===== src/rtl/riscv_pkg.sv =====
// Shared RV32I decode definitions: ALU operation encoding, base opcodes and the
// decoded bundle handed from decode to execute.
package riscv_pkg;

  typedef enum logic [3:0] {
    ALU_ADD  = 4'd0,
    ALU_SUB  = 4'd1,
    ALU_AND  = 4'd2,
    ALU_OR   = 4'd3,
    ALU_XOR  = 4'd4,
    ALU_SLL  = 4'd5,
    ALU_SRL  = 4'd6,
    ALU_SRA  = 4'd7,
    ALU_SLT  = 4'd8,
    ALU_SLTU = 4'd9
  } alu_op_t;

  localparam logic [6:0] OPC_OP     = 7'b0110011;
  localparam logic [6:0] OPC_OP_IMM = 7'b0010011;
  localparam logic [6:0] OPC_LUI    = 7'b0110111;
  localparam logic [6:0] OPC_AUIPC  = 7'b0010111;

  typedef struct packed {
    alu_op_t     alu_op;
    logic [4:0]  rs1;
    logic [4:0]  rs2;
    logic [4:0]  rd;
    logic [31:0] imm;
    logic        use_imm;
    logic        use_pc;
    logic        reg_write;
    logic        illegal;
    logic [31:0] pc;
  } decode_bundle_t;

  // alt selects the funct7=0x20 variant (SUB / SRA) where one exists
  function automatic alu_op_t funct3_op(input logic [2:0] funct3, input logic alt);
    case (funct3)
      3'b000:  return alt ? ALU_SUB : ALU_ADD;
      3'b001:  return ALU_SLL;
      3'b010:  return ALU_SLT;
      3'b011:  return ALU_SLTU;
      3'b100:  return ALU_XOR;
      3'b101:  return alt ? ALU_SRA : ALU_SRL;
      3'b110:  return ALU_OR;
      default: return ALU_AND;
    endcase
  endfunction

endpackage


===== src/rtl/alu_decode_stage_if.sv =====
// Fetch-side and execute-side handshake bundle of the ALU decode stage.
interface alu_decode_stage_if;
  import riscv_pkg::*;

  logic        in_valid;
  logic        in_ready;
  logic [31:0] instr;
  logic [31:0] pc;
  logic        out_valid;
  logic        out_ready;
  alu_op_t     alu_op;
  logic [4:0]  rs1;
  logic [4:0]  rs2;
  logic [4:0]  rd;
  logic [31:0] imm;
  logic        use_imm;
  logic        use_pc;
  logic        reg_write;
  logic        illegal;
  logic [31:0] pc_out;

  modport master (
    output in_valid, instr, pc, out_ready,
    input  in_ready, out_valid, alu_op, rs1, rs2, rd, imm,
           use_imm, use_pc, reg_write, illegal, pc_out
  );

  modport slave (
    input  in_valid, instr, pc, out_ready,
    output in_ready, out_valid, alu_op, rs1, rs2, rd, imm,
           use_imm, use_pc, reg_write, illegal, pc_out
  );

endinterface


===== src/rtl/alu_decode_comb.sv =====
// Combinational RV32I ALU-instruction decoder (OP, OP-IMM, LUI, AUIPC).
// Anything it cannot decode comes out as an illegal bundle with zeroed controls.
import riscv_pkg::*;

module alu_decode_comb (
  input  logic [31:0]    instr,
  input  logic [31:0]    pc,
  output decode_bundle_t bundle
);

  logic [6:0] opcode;
  logic [2:0] funct3;
  logic [6:0] funct7;
  logic       f7_zero;
  logic       f7_alt;

  assign opcode  = instr[6:0];
  assign funct3  = instr[14:12];
  assign funct7  = instr[31:25];
  assign f7_zero = (funct7 == 7'h00);
  assign f7_alt  = (funct7 == 7'h20);

  decode_bundle_t d;
  logic           legal;

  always_comb begin
    d     = '0;
    d.pc  = pc;
    legal = 1'b0;
    // opcode includes instr[1:0], so non-32-bit encodings never match here
    case (opcode)
      OPC_OP: begin
        d.rs1    = instr[19:15];
        d.rs2    = instr[24:20];
        d.rd     = instr[11:7];
        d.alu_op = funct3_op(funct3, f7_alt);
        legal    = f7_zero || (f7_alt && (funct3 == 3'b000 || funct3 == 3'b101));
      end
      OPC_OP_IMM: begin
        d.rs1     = instr[19:15];
        d.rd      = instr[11:7];
        d.use_imm = 1'b1;
        d.imm     = {{20{instr[31]}}, instr[31:20]};
        d.alu_op  = funct3_op(funct3, 1'b0);
        legal     = 1'b1;
        if (funct3 == 3'b001) begin
          d.imm = {27'b0, instr[24:20]};
          legal = f7_zero;
        end else if (funct3 == 3'b101) begin
          d.imm    = {27'b0, instr[24:20]};
          d.alu_op = f7_alt ? ALU_SRA : ALU_SRL;
          legal    = f7_zero || f7_alt;
        end
      end
      OPC_LUI, OPC_AUIPC: begin
        d.rd      = instr[11:7];
        d.imm     = {instr[31:12], 12'b0};
        d.use_imm = 1'b1;
        d.use_pc  = (opcode == OPC_AUIPC);
        d.alu_op  = ALU_ADD;
        legal     = 1'b1;
      end
      default: legal = 1'b0;
    endcase

    bundle = d;
    if (legal) begin
      bundle.reg_write = 1'b1;
    end else begin
      bundle         = '0;
      bundle.pc      = pc;
      bundle.illegal = 1'b1;
    end
  end

endmodule


===== src/rtl/alu_decode_stage.sv =====
// Registered decode stage between fetch and execute, 1-cycle latency, valid/ready both sides.
// ALU_DECODE_SKID_EN adds a skid entry so in_ready is a register instead of a path from out_ready.
import riscv_pkg::*;

module alu_decode_stage (
  input  logic               clk,
  input  logic               rst,
  input  logic               flush,
  alu_decode_stage_if.slave  bus
);

  decode_bundle_t dec;
  decode_bundle_t out_reg;
  logic           out_vld;
  logic           in_rdy;

  alu_decode_comb u_decode (
    .instr  (bus.instr),
    .pc     (bus.pc),
    .bundle (dec)
  );

`ifdef ALU_DECODE_SKID_EN
  decode_bundle_t skid_reg;
  logic           skid_vld;

  assign in_rdy = !skid_vld;

  // skid_vld implies out_vld; the skid entry is always older than any new input
  always_ff @(posedge clk) begin
    if (rst) begin
      out_vld  <= 1'b0;
      skid_vld <= 1'b0;
      out_reg  <= '0;
      skid_reg <= '0;
    end else if (flush) begin
      out_vld  <= 1'b0;
      skid_vld <= 1'b0;
    end else if (skid_vld) begin
      if (bus.out_ready) begin
        out_reg  <= skid_reg;
        skid_vld <= 1'b0;
      end
    end else if (!out_vld || bus.out_ready) begin
      out_vld <= bus.in_valid;
      if (bus.in_valid) out_reg <= dec;
    end else if (bus.in_valid) begin
      skid_reg <= dec;
      skid_vld <= 1'b1;
    end
  end
`else
  assign in_rdy = !out_vld || bus.out_ready;

  always_ff @(posedge clk) begin
    if (rst) begin
      out_vld <= 1'b0;
      out_reg <= '0;
    end else if (flush) begin
      out_vld <= 1'b0;
    end else if (in_rdy) begin
      out_vld <= bus.in_valid;
      if (bus.in_valid) out_reg <= dec;
    end
  end
`endif

  assign bus.in_ready  = in_rdy;
  assign bus.out_valid = out_vld;
  assign bus.alu_op    = out_reg.alu_op;
  assign bus.rs1       = out_reg.rs1;
  assign bus.rs2       = out_reg.rs2;
  assign bus.rd        = out_reg.rd;
  assign bus.imm       = out_reg.imm;
  assign bus.use_imm   = out_reg.use_imm;
  assign bus.use_pc    = out_reg.use_pc;
  assign bus.reg_write = out_reg.reg_write;
  assign bus.illegal   = out_reg.illegal;
  assign bus.pc_out    = out_reg.pc;

endmodule


===== src/flat_wrapper.sv =====
// flat-port wrapper written by rule: the top's interface ports become plain ports
module alu_decode_stage_flat 
  (clk, rst, flush, bus_in_valid, bus_instr, bus_pc, bus_out_ready, bus_in_ready, bus_out_valid, bus_alu_op, bus_rs1, bus_rs2, bus_rd, bus_imm, bus_use_imm, bus_use_pc, bus_reg_write, bus_illegal, bus_pc_out);
  alu_decode_stage_if bus_i ();
  input  logic clk;
  input  logic rst;
  input  logic flush;
  input wire logic [$bits(bus_i.in_valid)-1:0] bus_in_valid;
  input wire logic [$bits(bus_i.instr)-1:0] bus_instr;
  input wire logic [$bits(bus_i.pc)-1:0] bus_pc;
  input wire logic [$bits(bus_i.out_ready)-1:0] bus_out_ready;
  output wire logic [$bits(bus_i.in_ready)-1:0] bus_in_ready;
  output wire logic [$bits(bus_i.out_valid)-1:0] bus_out_valid;
  output wire logic [$bits(bus_i.alu_op)-1:0] bus_alu_op;
  output wire logic [$bits(bus_i.rs1)-1:0] bus_rs1;
  output wire logic [$bits(bus_i.rs2)-1:0] bus_rs2;
  output wire logic [$bits(bus_i.rd)-1:0] bus_rd;
  output wire logic [$bits(bus_i.imm)-1:0] bus_imm;
  output wire logic [$bits(bus_i.use_imm)-1:0] bus_use_imm;
  output wire logic [$bits(bus_i.use_pc)-1:0] bus_use_pc;
  output wire logic [$bits(bus_i.reg_write)-1:0] bus_reg_write;
  output wire logic [$bits(bus_i.illegal)-1:0] bus_illegal;
  output wire logic [$bits(bus_i.pc_out)-1:0] bus_pc_out;
  assign bus_i.in_valid = bus_in_valid;
  assign bus_i.instr = bus_instr;
  assign bus_i.pc = bus_pc;
  assign bus_i.out_ready = bus_out_ready;
  assign bus_in_ready = bus_i.in_ready;
  assign bus_out_valid = bus_i.out_valid;
  assign bus_alu_op = bus_i.alu_op;
  assign bus_rs1 = bus_i.rs1;
  assign bus_rs2 = bus_i.rs2;
  assign bus_rd = bus_i.rd;
  assign bus_imm = bus_i.imm;
  assign bus_use_imm = bus_i.use_imm;
  assign bus_use_pc = bus_i.use_pc;
  assign bus_reg_write = bus_i.reg_write;
  assign bus_illegal = bus_i.illegal;
  assign bus_pc_out = bus_i.pc_out;
  alu_decode_stage u_core (.clk(clk), .rst(rst), .flush(flush), .bus(bus_i));
endmodule

===== config.mk =====
export PLATFORM = sky130hd
export DESIGN_NAME = alu_decode_stage_flat
export DESIGN_NICKNAME = d
export VERILOG_FILES = /design/src/rtl/riscv_pkg.sv /design/src/rtl/alu_decode_stage_if.sv /design/src/rtl/alu_decode_comb.sv /design/src/rtl/alu_decode_stage.sv /design/src/flat_wrapper.sv
export SDC_FILE = /design/constraint.sdc
export NUM_CORES = 1
export LEC_CHECK = 0
export BUFFER_PORTS_ARGS = -buffer_cell sky130_fd_sc_hd__buf_4
export CAP_MARGIN = 30
export CORE_MARGIN = 2
export CORE_UTILIZATION = 24
export CTS_BUF_LIST = sky130_fd_sc_hd__clkbuf_2 sky130_fd_sc_hd__clkbuf_4 sky130_fd_sc_hd__clkbuf_8
export DETAILED_ROUTE_END_ITERATION = 6
export PLACE_DENSITY_LB_ADDON = 0.15
export SYNTH_ARGS = -nofsm -noshare
export SYNTH_HDL_FRONTEND = slang
export SYNTH_SLANG_ARGS = --single-unit

===== constraint.sdc =====
create_clock -name clk -period 2.85 [get_ports clk]
set_input_delay 0.1425 -clock clk [delete_from_list [all_inputs] [get_ports clk]]
set_output_delay 0.1425 -clock clk [all_outputs]
set_load 0.005 [all_outputs]

Word-level counts from Yosys, hierarchy flattened
Cells that the tools add are included. Widths: inputs -> output; s select.

Memories kept: 0. RAM bits: 0. Output and inout port bits: 89. Word-level logic and storage cells: 56. Latch bits: 0. Bits in read-only memories: 0. Bits in registers: 88.

Equal/unequal tests: 11. Magnitude comparators: 0. Add/sub/neg operators: 0. Bitwise operators: 1. Reduce and logical (&&, ||, !) cells: 13. Multiplexer cells: 20. Div/mod/pow operators: 0. Multiply operators: 0. Shift-type cells: 0.

Operators by type and width (number): $pmux 33 s2 (1); $mux 32 (2); $mux 53 (1); $mux 33 (1); $pmux 4 s7 (1); $pmux 4 s6 (1); $eq 7x6->1 const B (3); $mux 5 (3); $eq 7x5->1 const B (2); $eq 3x3->1 const B (3); $mux 4 (2); $pmux 4 s2 (1); $logic_not 7->1 (1); $eq 3x2->1 const B (2); $mux 1 (6); $reduce_or 2->1 (3); $logic_or 1x1->1 (4); $reduce_or 4->1 (1); $eq 3x1->1 const B (1); $logic_not 3->1 (1); $pmux 1 s3 (1); $reduce_and 3->1 (1); $logic_and 1x1->1 (1); $logic_not 1->1 (1); $not 1->1 (1).

Logic depth before layout (Yosys ltp)
Gate-level depths: netlist of run 1.

Depth after elaboration: 6. Depth in mapped cells: 8. Mapped depth without buffers: 6.

Modules after synthesis
From an unflattened synthesis of run 1, not the netlist that was laid out.

Cells, all modules: 548. Area, all modules: 4952.2 µm².

By module, submodules not included: alu_decode_stage (instances 1, cells an instance 383, area an instance 3936.3 µm²); alu_decode_comb (instances 1, cells an instance 165, area an instance 1016.0 µm²).

Worst setup path after synthesis of run 1
Ideal clock, no wire load.

Path type: reg-to-reg. From: register u_core.out_vld (netlist: u_core.bus.out_valid). To: register u_core.out_reg, in the netlist u_core.bus.imm[10]. Slack: 1111 ps. Arrival time: 1679 ps. Stages on the path, launching flop included: 8. Setup time: 60 ps. Required time: 2790 ps. Path buffers: 1. Cell sequence: dfxtp_1 > nor2b_4 > inv_1 > nand3b_1 > or3_4 > buf_2 > nor2_1 > a22o_1.

Word-level cells in the longest chain between the ends: 3.

Ends and longest elaborated chain: from (decl) (RTL line alu_decode_stage.sv:14) `logic out_vld;`; from (signal assigned) (RTL line alu_decode_stage.sv:62) `out_vld <= bus.in_valid;`; $logic_not 1->1 (RTL line alu_decode_stage.sv:53) `assign in_rdy = !out_vld || bus.out_ready;`; $logic_or 1x1->1 (RTL line alu_decode_stage.sv:53); named net bus_in_ready (RTL line flat_wrapper.sv:12) `output wire logic [$bits(bus_i.in_ready)-1:0] bus_in_ready;`; $reduce_and 3->1 (no line); to (signal assigned) (RTL line alu_decode_stage.sv:58) `out_reg <= '0;`; to (signal assigned) (RTL line alu_decode_stage.sv:63) `if (bus.in_valid) out_reg <= dec;`; to (decl) (RTL line alu_decode_stage.sv:13) `decode_bundle_t out_reg;`.

The timed path passes the listed nets, and every way through them passes these cells. A chain may end at the register's enable or synchronous reset.

Final worst setup path of run 1
From: input port bus_instr[28]. To: register u_core.out_reg, in the netlist u_core.bus.alu_op[3].

Word-level cells in the longest chain between the ends: 6.

Ends and longest elaborated chain: from (decl) (RTL line flat_wrapper.sv:9) `input wire logic [$bits(bus_i.instr)-1:0] bus_instr;`; $eq 7x6->1 / $logic_not 7->1 (equally long branches) (RTL line alu_decode_comb.sv:21, alu_decode_comb.sv:20); $logic_or 1x1->1 (RTL line alu_decode_comb.sv:52) `legal = f7_zero || f7_alt;`; $mux 1 (RTL line alu_decode_comb.sv:49) `end else if (funct3 == 3'b101) begin`; $mux 1 (RTL line alu_decode_comb.sv:46) `if (funct3 == 3'b001) begin`; $pmux 1 s3 * (RTL line alu_decode_comb.sv:31) `case (opcode)`; $mux 53 * (RTL line alu_decode_comb.sv:67) `if (legal) begin`.

Every way passes the cells marked *; elsewhere a longest branch is shown, timed or not.

==> reports/qor.txt, run 1 <==
outcome - completed
IO buf count - 157
Initial Util - 0.246
register area share after synthesis - 0.542
most numerous cell in the Yosys netlist - nand2_1
commonest register cell after synthesis - dfxtp_1
final setup fails - 0
Hold WC Path Type - in -> reg
I/O pin count - 158
Post-CTS Repair Setup Buffers - 0
worst r2r path cells - 6
DRC Markers - 0
first-pass GRT wire length - 16,500 um
count of cell types in the netlist - 37
clock-pin slew on the worst setup and hold paths - 90 ps
RSZ-0062 raised after global routing - false
chip height - 120 um
Slew HR - 0.631
clk_skew - 5.41 ps
clock tree buffer depth - 2
worst-skew pair later-pin latency - 370 ps
Slowest-stage cell, CP - dlygate4sd3_1
Critical Path Start Type - input port
hold buffer count at cts - 53
leak pwr - 2.33 nW
initial antenna violation count - 0
CTS tree - done
Syn Nets - 437
gr ovfl total - 0
leading post-synthesis cells by cell area - dfxtp_1, nand2_1, a21oi_1, a22o_1, o21ai_0
crit path kind - in -> reg
Hold Path Stages - 2
post-synth top area cell - dfxtp_1
Fillers - 1,336
Fmax - 445 MHz
DP HPWL - 7130 um
die area - 14,500 um2
CP cell instances - dlygate4sd3_1, buf_4, nor4_1, nand2_1, o31a_1, nor3_4, a32o_1
worst reg2reg endpoint - u_core.bus.alu_op[3]
Critical Path RT - 3160 ps
Post-CTS Resized - 0
top-area cell type share of the netlist area - 0.542
Area Growth Syn to Fin - 65.5%
number of buffers created by CTS - 9
number of diodes - 0
CP arrival - 2560 ps
Mapped Cells - 368
total number of vias - 3,330
vias in the first global route - 3,271
Synth Warn # - 0
DR vias/cell - 4.44
kind of end point of the critical path - register
core area - 13,200 um2
share of cells above drive strength 1 - 0.326
ys async rst share - 0
HP Start - bus_instr[30]
TNS Setup - 0 ps
crit-path max cell delay - 530 ps
Avg WL per Cell - 14.0 um
FF-to-FF setup slack - 960 ps
Seq cells post-synth - 88
drt pass-1 iters - 4
H-tree depth - 3
final net count - 638
fin. max-slew vios - 0
Final Cycle Share - 0.789
WHS Endpoint - u_core.bus.imm[10]
root buffer cell - clkbuf_8
worst-margin pin slew - 551 ps
Worst R2R Start - u_core.bus.out_valid
CTS Sinks - 88
Core Rows - 42
Layout Utilization - 0.407
die span in x - 120 um
post-route antenna net violation count - 0
GRT Total Usage - 0.146
gpl congestion - 0.716
Max-cap violations - 0
Final Hold Fails - 0
final WL - 10,500 um
DR iter-0 viols - 144
Power per Cell Area - 491 nW/um2
VDD IR max - 325 uV
crit path max fanout - 8
pin count of the biggest net entering global routing - 49
number of synthesized flops with an enable pin - 0
post-layout min period - 2250 ps
Synth top cells by count - nand2_1, dfxtp_1, a21oi_1, a22o_1, clkbuf_1
Post-Syn Area - 3250 um2
Avg Cell Area, Syn - 8.84 um2
## cell type report
| class | count | area, um2 | share of cell area |
|---|---|---|---|
| Timing Repair Buffer | 215 | 1750 | 0.324 |
| Tap cell | 176 | 220 | 0.0409 |
| Multi-Input combinational cell | 248 | 1380 | 0.256 |
| Inverter | 7 | 26.3 | 0.00488 |
| Clock inverter | 6 | 115 | 0.0214 |
| Sequential cell | 88 | 1760 | 0.327 |
| Clock buffer | 10 | 138 | 0.0256 |
## flip-flops by register name, indices dropped and copies added (netlist names)
register and flops:
u_core.bus.rd 5, u_core.bus.out_valid 1, u_core.bus.alu_op 4, u_core.bus.rs2 5, u_core.bus.pc_out 32, u_core.bus.rs1 5
u_core.bus.use_pc 1, u_core.bus.imm 32, u_core.bus.reg_write 1, u_core.bus.illegal 1, u_core.bus.use_imm 1
## placed cells by master, fill, tap and decap left out, drive strengths merged, types with 2 or more instances in the layout
cell type / Yosys / final
a21oi: 61 / 61
dlygate4sd3: 0 / 53
o21ai: 18 / 18
nand3b: 2 / 2
nand3: 3 / 3
o211a: 3 / 3
nor3: 4 / 4
nor3b: 2 / 2
nor2b: 3 / 3
nor2: 15 / 15
buf: 5 / 162
dfxtp: 88 / 88
a22o: 29 / 29
inv: 7 / 8
nand2: 91 / 91
bufinv: 0 / 3
clkbuf: 20 / 10
nor4: 4 / 4
## power breakdown
group,switching (mW),internal [mW],total (mW),leakage [nW]
Combinational,0.134,0.165,0.299,1.49
Sequential,0.0118,1.25,1.26,0.713
Clock,0.471,0.611,1.08,0.123
Total,0.617,2.03,2.64,2.33
## worst max-delay path by stage
stage,start,endpoint,cells after the start,slack (ps)
after global routing,bus_instr[28],u_core.bus.alu_op[3],7,550
after detailed placement,bus_instr[28],u_core.bus.alu_op[3],6,750
after floorplan,u_core.bus.out_valid,u_core.bus.imm[10],7,1110
after CTS,bus_instr[28],u_core.bus.alu_op[3],7,610
after global placement,bus_instr[28],u_core.bus.alu_op[3],6,820
final,bus_instr[28],u_core.bus.alu_op[3],7,600
## metal layers
metal,track usage,vias up,part of all wire
li1,-,1676,-
met1,0.171,1510,0.44
met2,0.237,136,0.46
met3,0.0679,8,0.097
met4,0.0436,0,0.0095
met5,0,-,0
## logic make-up after synthesis
logic type	synth area share
buffers and inverters	0.0396
AO/OA/AOI/OAI	0.233
AND/OR/NAND/NOR	0.186
flip-flops	0.542
## metrics by stage
step	cell area [um2]	hold WS, ps	setup WS (ps)	power, mW	instances
CTS	5380	1.19	609	2.70	750
global placement	4600	346	817	1.53	681
floorplan	3250	222	1110	1.39	368
finish	5380	35.0	602	2.64	750
global route	5380	20.7	545	2.77	750
detailed placement	4600	353	749	1.54	681
## critical path: cells and delay by family
| kind | cells | cell delay, ps |
|---|---|---|
| and+or+nand+nor | 3 | 1100 |
| buffers and inverters | 2 | 670 |
| AOI/OAI and AO/OA | 2 | 640 |
Power figures use the tool's default switching activity.
==> inputs of run 2 (changes only) <==
--- a/config.mk
+++ b/config.mk
@@ -5,6 +5,7 @@
 export SDC_FILE = /design/constraint.sdc
 export NUM_CORES = 1
 export LEC_CHECK = 0
+export ABC_AREA = 1
 export BUFFER_PORTS_ARGS = -buffer_cell sky130_fd_sc_hd__buf_4
 export CAP_MARGIN = 30
 export CORE_MARGIN = 2
==> constraint.sdc (replaced) <==
create_clock -name clk -period 1.9 [get_ports clk]
set_input_delay 0.095 -clock clk [delete_from_list [all_inputs] [get_ports clk]]
set_output_delay 0.095 -clock clk [all_outputs]
set_load 0.005 [all_outputs]
==> reports/qor.txt, run 2 <==
DP HPWL - 8450 um (+18%)
Synth top cells by count - nand2_1, dfxtp_1, nor2_1, a21oi_1, o21ai_0
Critical Path Start Type - register
number of buffers created by CTS - 9 (unchanged)
root buffer cell - clkbuf_8
count of cell types in the netlist - 31 (-16%)
DR vias/cell - 4.29 (-3.3%)
Fillers - 1,689 (+26%)
initial antenna violation count - 0 (unchanged)
Hold WC Path Type - in -> reg
VDD IR max - 451 uV (+39%)
outcome - completed
vias in the first global route - 4,018 (+23%)
Synth Warn # - 0 (unchanged)
Power per Cell Area - 671 nW/um2 (+37%)
crit-path max cell delay - 560 ps (+30 ps)
Area Growth Syn to Fin - 49.4%
most numerous cell in the Yosys netlist - nand2_1
Final Cycle Share - 0.816
clk_skew - 10.2 ps (+4.79 ps)
Fmax - 645 MHz
total number of vias - 3,901 (+17%)
Tot Pwr - 3.96 mW (+50%)
share of cells above drive strength 1 - 0.369 (+0.0436)
post-route antenna net violation count - 0 (unchanged)
fin. max-slew vios - 0 (unchanged)
fin cells - 909 (+21%)
Placed Cells - 854 (+25%)
final WL - 12,400 um (+18%)
ys async rst share - 0 (unchanged)
H-tree depth - 3 (unchanged)
worst-skew pair later-pin latency - 370 ps (about the same)
Initial Util - 0.247 (+0.000905)
TNS Setup - 0 ps (unchanged)
GRT Total Usage - 0.142 (-0.00345)
CP arrival - 1860 ps (-700 ps)
post-layout min period - 1550 ps
register area share after synthesis - 0.447 (-0.0950)
I/O pin count - 158 (unchanged)
Most Crowded Layer GR - met2
Syn Nets - 575 (+32%)
gr ovfl total - 0 (unchanged)
Seq cells post-synth - 88 (unchanged)
Post-CTS Resized - 0 (unchanged)
CP cell instances - inv_1, nor2_1, inv_1, a211oi_1, dlygate4sd3_1
first-pass GRT wire length - 20,200 um (+22%)
die area - 17,500 um2 (+21%)
FF-to-FF setup slack - 350 ps (-610 ps)
multi-input logic area - 1850 um2 (+34%)
leak pwr - 2.54 nW (+9.1%)
most frequent cells in the layout - buf_4, nand2_1, dfxtp_1
RSZ-0062 raised after global routing - false
DR iter-0 viols - 141 (-2.1%)
top-area cell type share of the netlist area - 0.447 (-0.0950)
clock tree buffer depth - 2 (unchanged)
final net count - 757 (+19%)
Max-cap violations - 0 (unchanged)
Mapped Cells - 506 (+38%)
Post-Syn Area - 3950 um2 (+21%)
most common cell after layout, fill and taps aside - buf_4
Slowest-stage cell, CP - dlygate4sd3_1
kind of end point of the critical path - register
core area - 16,000 um2 (+21%)
leading post-synthesis cells by cell area - dfxtp_1, nand2_1, nor2_1, nand3_2, a21oi_1
commonest register cell after synthesis - dfxtp_1
Slew HR - 0.641 (+0.0100)
pin count of the biggest net entering global routing - 62 (+27%)
gpl congestion - 0.734 (+2.5%)
met1 usage - 0.174 (+0.00301)
drt pass-1 iters - 4 (unchanged)
Final Hold Fails - 0 (unchanged)
DRC Markers - 0 (unchanged)
worst path bufs/invs - 3 (+1)
worst-margin pin slew - 538 ps (-13.0 ps)
Critical Path RT - 2210 ps (-950 ps)
Design Area, Final - 5890 um2 (+9.5%)
Crit path top cell by count - inv_1
CTS Sinks - 88 (unchanged)
placed inst area - 5270 um2 (+15%)
Avg WL per Cell - 13.6 um (-2.6%)
met2 Usage GRT - 0.236 (-0.00176)
Avg Cell Area, Syn - 7.80 um2 (-12%)
IO buf count - 157 (unchanged)
crit path kind - reg -> reg
chip height - 132 um (+9.8%)
CP delay by family, top - buffers and inverters
die span in x - 132 um (+9.8%)
Core Rows - 46 (+9.5%)
Post-CTS Repair Setup Buffers - 0 (unchanged)
number of diodes - 0 (unchanged)
Reg area - 1760 um2 (unchanged)
met3 Track Usage GR - 0.0607 (-0.00718)
clock-pin slew on the worst setup and hold paths - 90 ps (about the same)
final setup fails - 0 (unchanged)
CTS tree - done
post-synth top area cell - dfxtp_1
number of synthesized flops with an enable pin - 0 (unchanged)
crit path max fanout - 2 (-6)
-- run 2: cell types whose count changed after synthesis, sizes merged, moves of 3 or more --
cell    before  now
a21oi       61   57
a22o        29    0
buf          5   18
clkbuf      20   13
inv          7   35
nand2       91   94
nand3        3   39
nor2        15   93
nor2b        3    0
nor3         4    7
nor4         4    0
o211a        3    0
o21ai       18   55
-- run 2: layout make-up --
type,instances,share of cell area
clock buffer,12,0.0259
clock inverter,4,0.0132
inverter,35,0.0223
multi-input combinational,350,0.313
sequential,88,0.299
tap,216,0.0459
timing repair buffer,204,0.281
-- run 2: final timing paths --
| path | start | endpoint | depth (start not counted) |
|---|---|---|---|
| worst max-delay path | u_core.bus.out_valid | u_core.bus.out_valid | 5 |
| worst max register to register | u_core.bus.out_valid | u_core.bus.out_valid | 5 |
| worst min-delay path | rst | u_core.bus.imm[4] | 2 |
| worst min register to register | u_core.bus.imm[15] | u_core.bus.imm[15] | 2 |
-- run 2: cell families (layout without fill, tap and decap cells) --
| logic type | Yosys count | in the layout | share of synthesized area |
|---|---|---|---|
| and+or+nand+nor | 237 | 237 | 0.287 |
| buffers and inverters | 68 | 255 | 0.0856 |
| DFF | 88 | 88 | 0.447 |
| AOI/OAI and AO/OA | 113 | 113 | 0.181 |
-- run 2: per-layer routing --
layer	wire length, um	part of all wire	vias up
met5	0	0	-
met4	112	0.0090	0
met3	939	0.076	10
met2	5720	0.46	109
met1	5620	0.45	1788
li1	-	-	1994
-- run 2: where the power goes --
group | total, mW | switching, mW | internal (mW)
Combinational | 0.517 | 0.257 | 0.260
Sequential | 1.92 | 0.0256 | 1.89
Clock | 1.52 | 0.708 | 0.812
Total | 3.96 | 0.990 | 2.97
-- run 2: what timing repair did --
| item | 4_1_cts | 5_1_grt |
|---|---|---|
| endpoints found under the hold margin | 38 | 0 |
| hold buffers | 39 | 0 |
| endpoints found under the setup margin | 0 | 0 |
-- run 2: metrics by stage --
step	setup slack, ps	utilization	hold WS (ps)
after floorplan	628	-	173
after CTS	349	0.368	9.11
after global placement	319	0.330	304
final	349	0.368	34.5
after detailed placement	289	0.330	306
after global routing	255	0.368	20.6
==> inputs of run 3 (changes only) <==
==> constraint.sdc (replaced) <==
create_clock -name clk -period 1.3 [get_ports clk]
set_input_delay 0.065 -clock clk [delete_from_list [all_inputs] [get_ports clk]]
set_output_delay 0.065 -clock clk [all_outputs]
set_load 0.005 [all_outputs]
==> reports/qor.txt, run 3 (synthesis gave the netlist of run 2 again) <==
chip height - 132 um (unchanged)
Max-cap violations - 0 (unchanged)
DR iter-0 viols - 172 (+22%)
final net count - 796 (+5.2%)
post-route antenna net violation count - 0 (unchanged)
number of diodes - 0 (unchanged)
gr ovfl total - 0 (unchanged)
Layout Utilization - 0.407 (+0.0389)
total number of vias - 4,079 (+4.6%)
number of buffers created by CTS - 9 (unchanged)
vias in the first global route - 4,099 (+2.0%)
Design Area, Final - 6520 um2 (+11%)
most common cell after layout, fill and taps aside - buf_4
share of cells above drive strength 1 - 0.447 (+0.0773)
DRC Markers - 0 (unchanged)
clock-pin slew on the worst setup and hold paths - 90 ps (about the same)
gpl congestion - 0.747 (+1.8%)
Area Growth Syn to Fin - 65.2%
H-tree depth - 3 (unchanged)
Fillers - 1,677 (-0.71%)
Slew HR - 0.792 (+0.150)
Reg area - 1760 um2 (about the same)
hold slack - 92.3 ps (+57.8 ps)
RSZ-0062 raised after global routing - true
post-layout min period - 1300 ps (-249 ps)
leak pwr - 2.82 nW (+11%)
final WL - 13,300 um (+7.5%)
worst-skew pair later-pin latency - 370 ps (about the same)
die span in x - 132 um (unchanged)
Avg WL per Cell - 14.1 um (+3.1%)
GRT Total Usage - 0.145 (+0.00315)
CP arrival - 1600 ps (-260 ps)
final setup fails - 1 (+1)
TNS Setup - -1.69 ps (-1.69 ps)
initial antenna violation count - 0 (unchanged)
kind of end point of the critical path - register
first-pass GRT wire length - 20,500 um (+1.4%)
Final Cycle Share - 1.00 (+0.185)
CTS tree - done
crit path max fanout - 5 (+3)
Final WS setup - -1.69 ps (-351 ps)
pin count of the biggest net entering global routing - 56 (-9.7%)
multi-input logic area - 1950 um2 (+5.8%)
Hold WC Path Type - in -> reg
crit-path max cell delay - 330 ps (-230 ps)
CTS Sinks - 88 (unchanged)
Core Rows - 46 (unchanged)
clk_skew - 5.88 ps (-4.32 ps)
Final Hold Fails - 0 (unchanged)
placed inst area - 5570 um2 (+5.6%)
fin. max-slew vios - 0 (unchanged)
most frequent cells in the layout - buf_4, nand2_1, dfxtp_1
failing checks - negative setup slack
Placed Cells - 880 (+3.0%)
drt pass-1 iters - 4 (unchanged)
DR vias/cell - 4.30 (+0.26%)
core area - 16,000 um2 (unchanged)
DP HPWL - 8970 um (+6.2%)
I/O pin count - 158 (unchanged)
Power per Cell Area - 907 nW/um2 (+35%)
IO buf count - 157 (unchanged)
Critical Path RT - 1600 ps (-610 ps)
VDD IR max - 432 uV (-4.3%)
Fmax - 768 MHz (+19%)
worst-margin pin slew - 313 ps (-226 ps)
worst slack, placed - -70.2 ps (-360 ps)
die area - 17,500 um2 (unchanged)
worst path bufs/invs - 4 (+1)
outcome - complete, but fails checks
Tot Pwr - 5.91 mW (+49%)
root buffer cell - clkbuf_8
fin cells - 948 (+4.3%)
CP cell instances - inv_2, nor2_4, nor3_4, buf_6, buf_12, clkbuf_16, o21ai_0, nor2_1
FF-to-FF setup slack - -2 ps (-350 ps)
clock tree buffer depth - 2 (unchanged)
Critical Path Start Type - register
Slowest-stage cell, CP - dfxtp_2
crit path kind - reg -> reg
Initial Util - 0.247 (unchanged)
CP delay by family, top - buffers and inverters
[run 3: worst paths after layout]
check | from | to | depth (start not counted)
setup / recovery | u_core.bus.out_valid | u_core.bus.pc_out[3] | 8
hold / removal | bus_instr[19] | u_core.bus.imm[19] | 5
setup reg to reg | u_core.bus.out_valid | u_core.bus.pc_out[3] | 8
hold reg to reg | u_core.bus.imm[22] | u_core.bus.imm[22] | 2
[run 3: power breakdown]
group	switching, mW	total [mW]	internal (mW)	leakage (nW)
clock network	1.04	2.16	1.12	0.116
registers	0.0369	2.80	2.77	0.716
logic	0.435	0.944	0.509	1.99
total	1.51	5.91	4.40	2.82
[run 3: cell type report]
cell class                 instances  area share
timing repair buffer             243       0.333
multi-input combinational        350       0.300
sequential                        88       0.271
tap                              216      0.0415
clock buffer                      14      0.0286
inverter                          35      0.0213
clock inverter                     2     0.00538
[run 3: worst min-delay path, cell delays in order]
cell and delay [ps]:
buf_4 110, inv_1 80, o21ai_2 60, nand2_1 50
a21oi_1 50
[run 3: routing by layer]
metal  vias up  global-route usage  wire length [um]
li1       2077                   -                 -
met1      1872               0.180              5910
met2       116               0.234              6270
met3        14              0.0484               923
met4         0              0.0579               224
met5         -                   0                 0
[run 3: what timing repair did]
action / in CTS / in global routing
setup buffers: 1 / 7
pin swaps: 0 / 5
hold endpoints to repair: 39 / 0
gates resized for setup: 6 / 51
gates cloned: 0 / 5
hold buffers: 40 / 0
setup endpoints to repair: 83 / 76
